--- src/rtl/vga_pkg.sv ---
// vga_pkg: shared VGA timing defaults, colours, pattern indices and scheduler state.
package vga_pkg;
  localparam int VGA_H_SYNC = 96;
  localparam int VGA_H_BACK = 48;
  localparam int VGA_H_VALID = 640;
  localparam int VGA_H_TOTAL = 800;
  localparam int VGA_V_SYNC = 2;
  localparam int VGA_V_BACK = 33;
  localparam int VGA_V_VALID = 480;
  localparam int VGA_V_TOTAL = 525;
  localparam int VGA_NUM_PAT = 5;
  localparam int VGA_FRAMES_PER_PAT = 120;
  localparam logic [15:0] RGB_BLACK = 16'h0000;
  localparam logic [15:0] RGB_WHITE = 16'hFFFF;
  localparam logic [15:0] RGB_RED = 16'hF800;
  localparam logic [15:0] RGB_GREEN = 16'h07E0;
  localparam logic [15:0] RGB_BLUE = 16'h001F;
  localparam logic [2:0] PAT_BAR = 3'd0;
  localparam logic [2:0] PAT_CHECK = 3'd1;
  localparam logic [2:0] PAT_HGRAD = 3'd2;
  localparam logic [2:0] PAT_SOLID = 3'd3;
  localparam logic [2:0] PAT_BORDER = 3'd4;
  typedef enum logic {S_RUN, S_PEND} sched_state_e;
  function automatic logic [2:0] next_pat(input logic [2:0] p, input int n);
    return ({1'b0, p} == 4'(n - 1)) ? 3'd0 : p + 3'd1;
  endfunction
endpackage

--- src/rtl/vga_pat_sched.sv ---
// vga_pat_sched: applies manual or automatic pattern changes only on frame boundaries.
module vga_pat_sched
  import vga_pkg::*;
#(
  parameter int NUM_PAT = VGA_NUM_PAT,
  parameter int FRAMES_PER_PAT = VGA_FRAMES_PER_PAT
) (
  input  logic       clk,
  input  logic       rst,
  input  logic       fb_i,
  input  logic       pat_req_i,
  input  logic [2:0] pat_sel_in_i,
  input  logic       auto_en_i,
  output logic [2:0] pat_sel_o,
  output logic       pat_ack_o
);
  localparam int CW = $clog2(FRAMES_PER_PAT + 1);
  sched_state_e state_q;
  logic [2:0] pend_sel_q, pat_sel_q;
  logic [CW-1:0] frame_cnt_q;
  logic pat_ack_q, req_ok, auto_wrap, apply;
  assign req_ok = pat_req_i && ({1'b0, pat_sel_in_i} < 4'(NUM_PAT));
  assign auto_wrap = frame_cnt_q == CW'(FRAMES_PER_PAT - 1);
  assign apply = fb_i && state_q == S_PEND;
  // A manual request pending at the boundary beats the auto step and restarts the frame count.
  always_ff @(posedge clk) begin
    if (rst) begin
      state_q <= S_RUN;
      pend_sel_q <= PAT_BAR;
      pat_sel_q <= PAT_BAR;
      frame_cnt_q <= '0;
      pat_ack_q <= 1'b0;
    end else begin
      pat_ack_q <= apply;
      if (apply) begin
        pat_sel_q <= pend_sel_q;
        frame_cnt_q <= '0;
      end else if (!auto_en_i) begin
        frame_cnt_q <= '0;
      end else if (fb_i) begin
        frame_cnt_q <= auto_wrap ? '0 : frame_cnt_q + 1'b1;
        if (auto_wrap) pat_sel_q <= next_pat(pat_sel_q, NUM_PAT);
      end
      if (req_ok) begin
        pend_sel_q <= pat_sel_in_i;
        state_q <= S_PEND;
      end else if (fb_i) begin
        state_q <= S_RUN;
      end
    end
  end
  assign pat_sel_o = pat_sel_q;
  assign pat_ack_o = pat_ack_q;
endmodule

--- src/rtl/vga_ctrl_seq.sv ---
// vga_ctrl_seq: VGA frame timing, pixel coordinate/RGB re-timing and pattern scheduling.
module vga_ctrl_seq
  import vga_pkg::*;
#(
  parameter int H_SYNC = VGA_H_SYNC,
  parameter int H_BACK = VGA_H_BACK,
  parameter int H_VALID = VGA_H_VALID,
  parameter int H_TOTAL = VGA_H_TOTAL,
  parameter int V_SYNC = VGA_V_SYNC,
  parameter int V_BACK = VGA_V_BACK,
  parameter int V_VALID = VGA_V_VALID,
  parameter int V_TOTAL = VGA_V_TOTAL,
  parameter int NUM_PAT = VGA_NUM_PAT,
  parameter int FRAMES_PER_PAT = VGA_FRAMES_PER_PAT
) (
  input  logic        vga_clk,
  input  logic        sys_rst,
  input  logic        pat_req,
  input  logic [2:0]  pat_sel_in,
  input  logic        auto_en,
  input  logic [15:0] pix_data_in,
  output logic        hsync,
  output logic        vsync,
  output logic [9:0]  pix_x,
  output logic [9:0]  pix_y,
  output logic        pix_data_req,
  output logic [15:0] rgb,
  output logic [2:0]  pat_sel,
  output logic        pat_ack,
  output logic        frame_start
);
  localparam int HA = H_SYNC + H_BACK;
  localparam int VA = V_SYNC + V_BACK;
  logic [9:0] cnt_h_q, cnt_h_d, cnt_v_q, cnt_v_d;
  logic frame_start_q, h_end, v_end, fb, v_act, h_act, h_req;
  assign h_end = cnt_h_q == 10'(H_TOTAL - 1);
  assign v_end = cnt_v_q == 10'(V_TOTAL - 1);
  assign fb = h_end && v_end;
  always_comb begin
    cnt_h_d = h_end ? 10'd0 : cnt_h_q + 10'd1;
    cnt_v_d = h_end ? (v_end ? 10'd0 : cnt_v_q + 10'd1) : cnt_v_q;
  end
  always_ff @(posedge vga_clk) begin
    if (sys_rst) begin
      cnt_h_q <= '0;
      cnt_v_q <= '0;
      frame_start_q <= 1'b0;
    end else begin
      cnt_h_q <= cnt_h_d;
      cnt_v_q <= cnt_v_d;
      frame_start_q <= fb;
    end
  end
  assign v_act = cnt_v_q >= 10'(VA) && cnt_v_q < 10'(VA + V_VALID);
  assign h_act = cnt_h_q >= 10'(HA) && cnt_h_q < 10'(HA + H_VALID);
  // Coordinates lead the active window by one clock to absorb the generator's register stage.
  assign h_req = cnt_h_q >= 10'(HA - 1) && cnt_h_q < 10'(HA + H_VALID - 1);
  assign hsync = cnt_h_q < 10'(H_SYNC);
  assign vsync = cnt_v_q < 10'(V_SYNC);
  assign pix_data_req = v_act && h_req;
  assign pix_x = pix_data_req ? cnt_h_q - 10'(HA - 1) : 10'h3FF;
  assign pix_y = pix_data_req ? cnt_v_q - 10'(VA) : 10'h3FF;
  assign rgb = (v_act && h_act) ? pix_data_in : RGB_BLACK;
  assign frame_start = frame_start_q;
  vga_pat_sched #(.NUM_PAT(NUM_PAT), .FRAMES_PER_PAT(FRAMES_PER_PAT)) u_sched (
    .clk(vga_clk),
    .rst(sys_rst),
    .fb_i(fb),
    .pat_req_i(pat_req),
    .pat_sel_in_i(pat_sel_in),
    .auto_en_i(auto_en),
    .pat_sel_o(pat_sel),
    .pat_ack_o(pat_ack)
  );
endmodule

--- config.mk ---
export PLATFORM = sky130hd
export DESIGN_NAME = vga_ctrl_seq
export DESIGN_NICKNAME = d
export VERILOG_FILES = /design/src/rtl/vga_pkg.sv /design/src/rtl/vga_pat_sched.sv /design/src/rtl/vga_ctrl_seq.sv
export SDC_FILE = /design/constraint.sdc
export NUM_CORES = 1
export LEC_CHECK = 0
export CORE_AREA = 2 2 73 103
export DETAILED_ROUTE_END_ITERATION = 10
export DIE_AREA = 0 0 75 105
export GPL_TIMING_DRIVEN = 0
export PLACE_DENSITY_LB_ADDON = 0.3
export SLEW_MARGIN = 20
export SYNTH_ARGS = -nofsm -noshare
export SYNTH_HDL_FRONTEND = slang
export SYNTH_HIERARCHICAL = 1
export SYNTH_SLANG_ARGS = --single-unit
--- constraint.sdc ---
create_clock -name vga_clk -period 5.27 [get_ports vga_clk]
set_input_delay 0.527 -clock vga_clk [delete_from_list [all_inputs] [get_ports vga_clk]]
set_output_delay 0.527 -clock vga_clk [all_outputs]
set_load 0.005 [all_outputs]
==> results of run 1 <==
-- metrics by stage --
stage / power (mW) / std cells / worst slack, ns / utilization
floorplan: 0.2974 / 300 / 2.946 / -
finish: 0.5190 / 468 / 1.815 / 0.4704
CTS: 0.5253 / 468 / 1.809 / 0.4704
detailed placement: 0.3176 / 460 / 2.145 / 0.4568
global route: 0.5386 / 468 / 1.608 / 0.4704
global placement: 0.3169 / 460 / 2.141 / 0.4568
-- worst max-delay path: stages (launching register included) --
cell and delay, ns:
dfxtp_1 0.49, ha_1 0.19, clkbuf_1 0.30, o41ai_1 0.17, a21o_1 0.25, a221oi_4 0.41
buf_6 0.18, and2_1 0.12, clkdlybuf4s50_1 0.52
-- cells by family (layout without fill, tap and decap cells) --
family                     after synthesis  count (layout)  synth area share
xor gates and xnor gates                20              20           0.07365
muxes                                    1               1          0.004208
buffers and inverters                   33             106           0.07259
and+or+nand+nor                        139             139            0.3272
adders and majority gates                7               7           0.03682
AOI/OAI and AO/OA                       64              64            0.1825
DFF                                     36              36            0.3030
-- worst max-delay path by stage --
| stage | start | endpoint | slack [ns] | cells past startpoint |
|---|---|---|---|---|
| 6_report | cnt_v_q[0] | rgb[13] | 1.81 | 8 |
| 5_1_grt | cnt_v_q[1] | rgb[13] | 1.61 | 8 |
| 4_1_cts | cnt_v_q[1] | rgb[13] | 1.81 | 8 |
| 3_5_place_dp | cnt_v_q[1] | rgb[13] | 2.14 | 8 |
| 3_3_place_gp | cnt_v_q[1] | rgb[12] | 2.14 | 8 |
| 2_1_floorplan | cnt_v_q[0] | pix_data_req | 2.95 | 7 |
-- state kept, by name (all words and copies together), names as in the netlist --
register / count
cnt_h_q: 10
cnt_v_q: 10
frame_start: 1
u_sched/frame_cnt_q: 7
u_sched/pat_ack_o: 1
u_sched/pat_sel_o: 3
u_sched/pend_sel_q: 3
u_sched/state_q: 1
-- layout make-up --
type	count	area (um2)
buffer	24	138.9
clock buffer	7	86.33
clock inverter	1	7.507
fill	675	3650
inverter	9	33.78
multi-input combinational	231	1485
sequential	36	720.7
tap	95	118.9
timing repair buffer	65	650.6
-- cell usage after synthesis (7+ instances only) --
library cell / instances / share of area
dfxtp_1: 36 / 0.30
nand3_1: 25 / 0.053
nor2_1: 25 / 0.039
a21oi_1: 21 / 0.044
nand2_1: 20 / 0.032
and2_1: 19 / 0.050
o21ai_0: 16 / 0.034
xor2_1: 11 / 0.041
buf_2: 9 / 0.019
clkbuf_1: 9 / 0.014
inv_1: 9 / 0.014
xnor2_1: 9 / 0.033
ha_1: 7 / 0.037
nor3_1: 7 / 0.015
-- power by group through the flow --
stage / Combinational [mW] / Sequential [mW] / Clock (mW)
floorplan: 0.0128 / 0.285 / 0
global placement: 0.0314 / 0.285 / 0
detailed placement: 0.0318 / 0.286 / 0
CTS: 0.0319 / 0.279 / 0.214
global route: 0.0353 / 0.280 / 0.223
finish: 0.0314 / 0.279 / 0.208
-- metal layers --
layer / share of wire / up-vias / track usage / routed length [um]
met3: 0.029 / 12 / 0.02893 / 177
li1: - / 1212 / - / -
met2: 0.54 / 40 / 0.2719 / 3239
met4: 0.026 / 0 / 0.06760 / 158
met1: 0.41 / 1115 / 0.1988 / 2457
met5: 0 / - / 0 / 0
==> results.txt, run 1 <==
CP required: 4.74 ns
CTS resizes: 0
Final slew viol count: 0
Clock buffer depth: 2
Clk sinks: 36
Clock Skews: 0.008862 ns
Global-route wire length before repair: 10,270 um
DRT iter0 DRCs: 106
Sequential element share of the synthesized area: 0.3030
Clk_lat worst skew: 0.29 ns
Fmax: 289.4 MHz
PD cells: 160.1 nW/um2
Worst Setup End Kind: primary output
DIE AREA: 7875 um2
Vias in the first global route: 2,182
Maximum vdd drop: 0.1606 mV
Ys async rst share: 0
Reg-to-reg slack, setup: 2.72 ns
Yosys cell types: 53
Nets: 402
Total number of vias: 2,379
Die Y: 105 um
Grt total ovfl: 0
Worst Setup Start Kind: flop
CTS Buf Count: 5
RR Startpoint: cnt_h_q[0]
IO buf count: 65
Tcrit/Tclk final: 0.6556
Comb pwr share: 0.061
Initial Utilization: 0.3451
Yosys reg bits: 36
H-tree lvl count: 2
Clock-pin slew on the worst setup and hold paths: 0.07 ns
Design area: 3242 um2
Most common cell after layout, fill and taps aside: clkdlybuf4s50_1
Syn avg cell area: 7.928 um2
DRT Pass-1 Iters: 4
Yosys Warn Count: 6
Int Power: 0.4013 mW
Antenna-violating nets left: 0
Post-layout min period: 3.455 ns
GR Util All Layers: 0.1627
Hold EP: u_sched/pend_sel_q[0]
Commonest cells after routing, fill and taps aside: 65 x clkdlybuf4s50_1, 36 x dfxtp_1, 25 x nand3_1, 25 x nor2_1, 21 x a21oi_1
Placed Area: 3148 um2
Post-synth EDFFs: 0
Crit path kind: reg2out
TNS Setup: 0 ns
Initial antenna violation count: 0
Clock share of power: 0.401
CTS root buffer: clkbuf_8
Post-synthesis instance area: 2379 um2
Cells after Synth: 300
Die W: 75 um
Area delta synth->final: 36.30%
Sw Ratio: 0.2267
HPWL Detailed: 4576 um
P_sw: 0.1176 mW
Io pins: 67
Relative slew slack: 0.6076
Worst Path Arrival: 2.93 ns
Post-CTS Setup Bufs: 0
Post-Syn Nets: 330
Layout cells sized above 1: 0.08311
CTS tree: yes
Routability cong.: 0.8272
Hold Violations, Final: 0
Avg WL per Cell: 12.89 um
Main flop type after synthesis: dfxtp_1
Rows: 36
HP Class: reg2reg
Vias/cell: 5.083
Reg2reg path depth: 8
Hold-fix buffers, CTS: 0
Hold path cells: 2
Pleak: 1.233 nW
Max-cap violations: 0
Slew @ Worst Pin: 0.5811 ns
Crit Path Max Fanout: 10
WHS: 0.4742 ns
Final setup fails: 0
RSZ-0062 raised after global routing: false
DRC Markers: 0
Reg2reg end: u_sched/frame_cnt_q[6]
Core Footprint: 6892 um2
Largest net degree at the start of global routing: 12
Status: finished clean
# diodes: 0
Register share of total power: 0.538
Drt total wl: 6032 um
Hold Startpoint: u_sched/pend_sel_q[0]
Power figures use the tool's default switching activity.
==> inputs of run 2 (changes only) <==
==> constraint.sdc (replaced) <==
create_clock -name vga_clk -period 3.42 [get_ports vga_clk]
set_input_delay 0.342 -clock vga_clk [delete_from_list [all_inputs] [get_ports vga_clk]]
set_output_delay 0.342 -clock vga_clk [all_outputs]
set_load 0.005 [all_outputs]
==> run 2 against run 1 <==
Compared with the run above: clock-buffer cell count is the same; critical path type unchanged; highest routed layer unchanged; critical endpoint unchanged; utilization shrank 0.055 points; critical path depth decreased by 1; via count fell by 0.38%; global-route usage unchanged; sequential power grew 54%.
==> results.txt, run 2 (synthesis gave the netlist of run 1 again) <==
Status: finished clean
Tcrit/Tclk final: 0.9242
Clk_lat worst skew: 0.29 ns
Grt total ovfl: 0
Clock buffer depth: 2
Die Y: 105 um
Crit Path Max Fanout: 10
Worst Setup End Kind: primary output
CP cell instances: ha_1 > o41ai_1 > a21o_1 > a221oi_4 > buf_6 > and2_1 > clkdlybuf4s50_1
Crit path kind: reg2out
Clock-pin slew on the worst setup and hold paths: 0.07 ns
CTS root buffer: clkbuf_8
Io pins: 67
WHS: 0.3941 ns
H-tree lvl count: 2
Largest net degree at the start of global routing: 12
Worst Path Arrival: 2.82 ns
Commonest cells after routing, fill and taps aside: 65 x clkdlybuf4s50_1, 36 x dfxtp_1, 25 x nand3_1, 25 x nor2_1, 21 x a21oi_1
Sw Ratio: 0.2240
# diodes: 0
Max-cap violations: 0
Post-layout min period: 3.161 ns
Design area: 3238 um2
HP Class: in2reg
Clock share of power: 0.399
CTS tree: yes
CP peak stage delay: 0.52 ns
Clk sinks: 36
Total number of vias: 2,370
Maximum vdd drop: 0.2447 mV
Register share of total power: 0.540
RR Startpoint: cnt_h_q[0]
Fillcell total: 674
Reg2reg path depth: 8
Worst Setup Start Kind: flop
Rows: 36
Antenna-violating nets left: 0
GR Util All Layers: 0.1627
Placed Area: 3148 um2
Fin util: 0.4699
Global-route wire length before repair: 10,270 um
Reg2reg end: u_sched/frame_cnt_q[6]
Biggest regs: cnt_h_q x10, cnt_v_q x10, u_sched/frame_cnt_q x7
Nets: 401
Initial antenna violation count: 0
Dpl ws: 0.4796 ns
CP required: 3.08 ns
Final total power: 0.7970 mW
Initial Utilization: 0.3451
HPWL Detailed: 4576 um
Vias/cell: 5.075
Vias in the first global route: 2,182
Routability cong.: 0.8272
Final setup fails: 0
Comb pwr share: 0.061
Avg WL per Cell: 12.89 um
Die W: 75 um
Hold Startpoint: sys_rst
PD cells: 246.1 nW/um2
P_sw: 0.1786 mW
Pleak: 1.232 nW
Placed instance count: 460
Setup ws final: 0.2591 ns
Crit-path slowest cell: clkdlybuf4s50_1
Core Footprint: 6892 um2
Hold EP: u_sched/state_q
Final slew viol count: 0
Most common cell after layout, fill and taps aside: clkdlybuf4s50_1
Int Power: 0.6184 mW
Hold Violations, Final: 0
Layout cells sized above 1: 0.08333
Fmax: 316.4 MHz
Relative slew slack: 0.5967
RSZ-0062 raised after global routing: false
Drt total wl: 6020 um
CTS Buf Count: 5
Cell Count, Final, Fillers Out: 467
DRT Pass-1 Iters: 4
DRC Markers: 0
DIE AREA: 7875 um2
Reg-to-reg slack, setup: 0.86 ns
Clock Skews: 0.008922 ns
Post-CTS Setup Bufs: 0
IO buf count: 65
Slew @ Worst Pin: 0.5971 ns
TNS Setup: 0 ns
Hold path cells: 2
Area delta synth->final: 36.14%
DRT iter0 DRCs: 105
-- run 2: worst max-delay path: cells and delay by family (launching register included) --
family | cells | cell delay, ns
AO/OA/AOI/OAI | 3 | 0.83
adder cells (fa/ha/maj) | 1 | 0.39
buffers and inverters | 2 | 0.70
flip-flops | 1 | 0.49
AND/OR/NAND/NOR | 1 | 0.12
-- run 2: final cells by class --
cell class | count | area [um2] | area share
multi-input combinational | 231 | 1485 | 0.4587
sequential | 36 | 720.7 | 0.2226
timing repair buffer | 65 | 650.6 | 0.2009
buffer | 23 | 135.1 | 0.04173
tap | 95 | 118.9 | 0.03671
clock buffer | 7 | 86.33 | 0.02666
inverter | 9 | 33.78 | 0.01043
clock inverter | 1 | 7.507 | 0.002318
-- run 2: power by group through the flow --
| stage | clock (mW) | combinational, mW | sequential (mW) |
|---|---|---|---|
| after floorplan | 0 | 0.0197 | 0.439 |
| after global placement | 0 | 0.0484 | 0.440 |
| after detailed placement | 0 | 0.0489 | 0.440 |
| after CTS | 0.330 | 0.0492 | 0.431 |
| after global routing | 0.344 | 0.0544 | 0.432 |
| final | 0.318 | 0.0483 | 0.431 |
-- run 2: routing by layer --
layer | routed length, um | share of wire | up-vias | global-route usage
met1 | 2489 | 0.41 | 1116 | 0.1988
met4 | 157 | 0.026 | 0 | 0.06760
li1 | - | - | 1211 | -
met3 | 145 | 0.024 | 12 | 0.02893
met5 | 0 | 0 | - | 0
met2 | 3228 | 0.54 | 31 | 0.2719
-- run 2: how the worst max path moves through the flow --
| stage | slack (ns) | end | depth (start not counted) | startpoint |
|---|---|---|---|---|
| floorplan | 1.28 | pix_data_req | 7 | cnt_v_q[0] |
| finish | 0.26 | rgb[13] | 7 | cnt_v_q[1] |
| global placement | 0.48 | rgb[12] | 8 | cnt_v_q[1] |
| detailed placement | 0.48 | rgb[13] | 8 | cnt_v_q[1] |
| global route | 0.07 | rgb[13] | 7 | cnt_v_q[0] |
| CTS | 0.14 | rgb[13] | 8 | cnt_v_q[1] |
-- run 2: what timing repair did --
| action | CTS | global route |
|---|---|---|
| setup endpoints to repair | 0 | 10 |
| gates resized for setup | 0 | 0 |
| endpoints found under the hold margin | 0 | 0 |
| hold buffers | 0 | 0 |
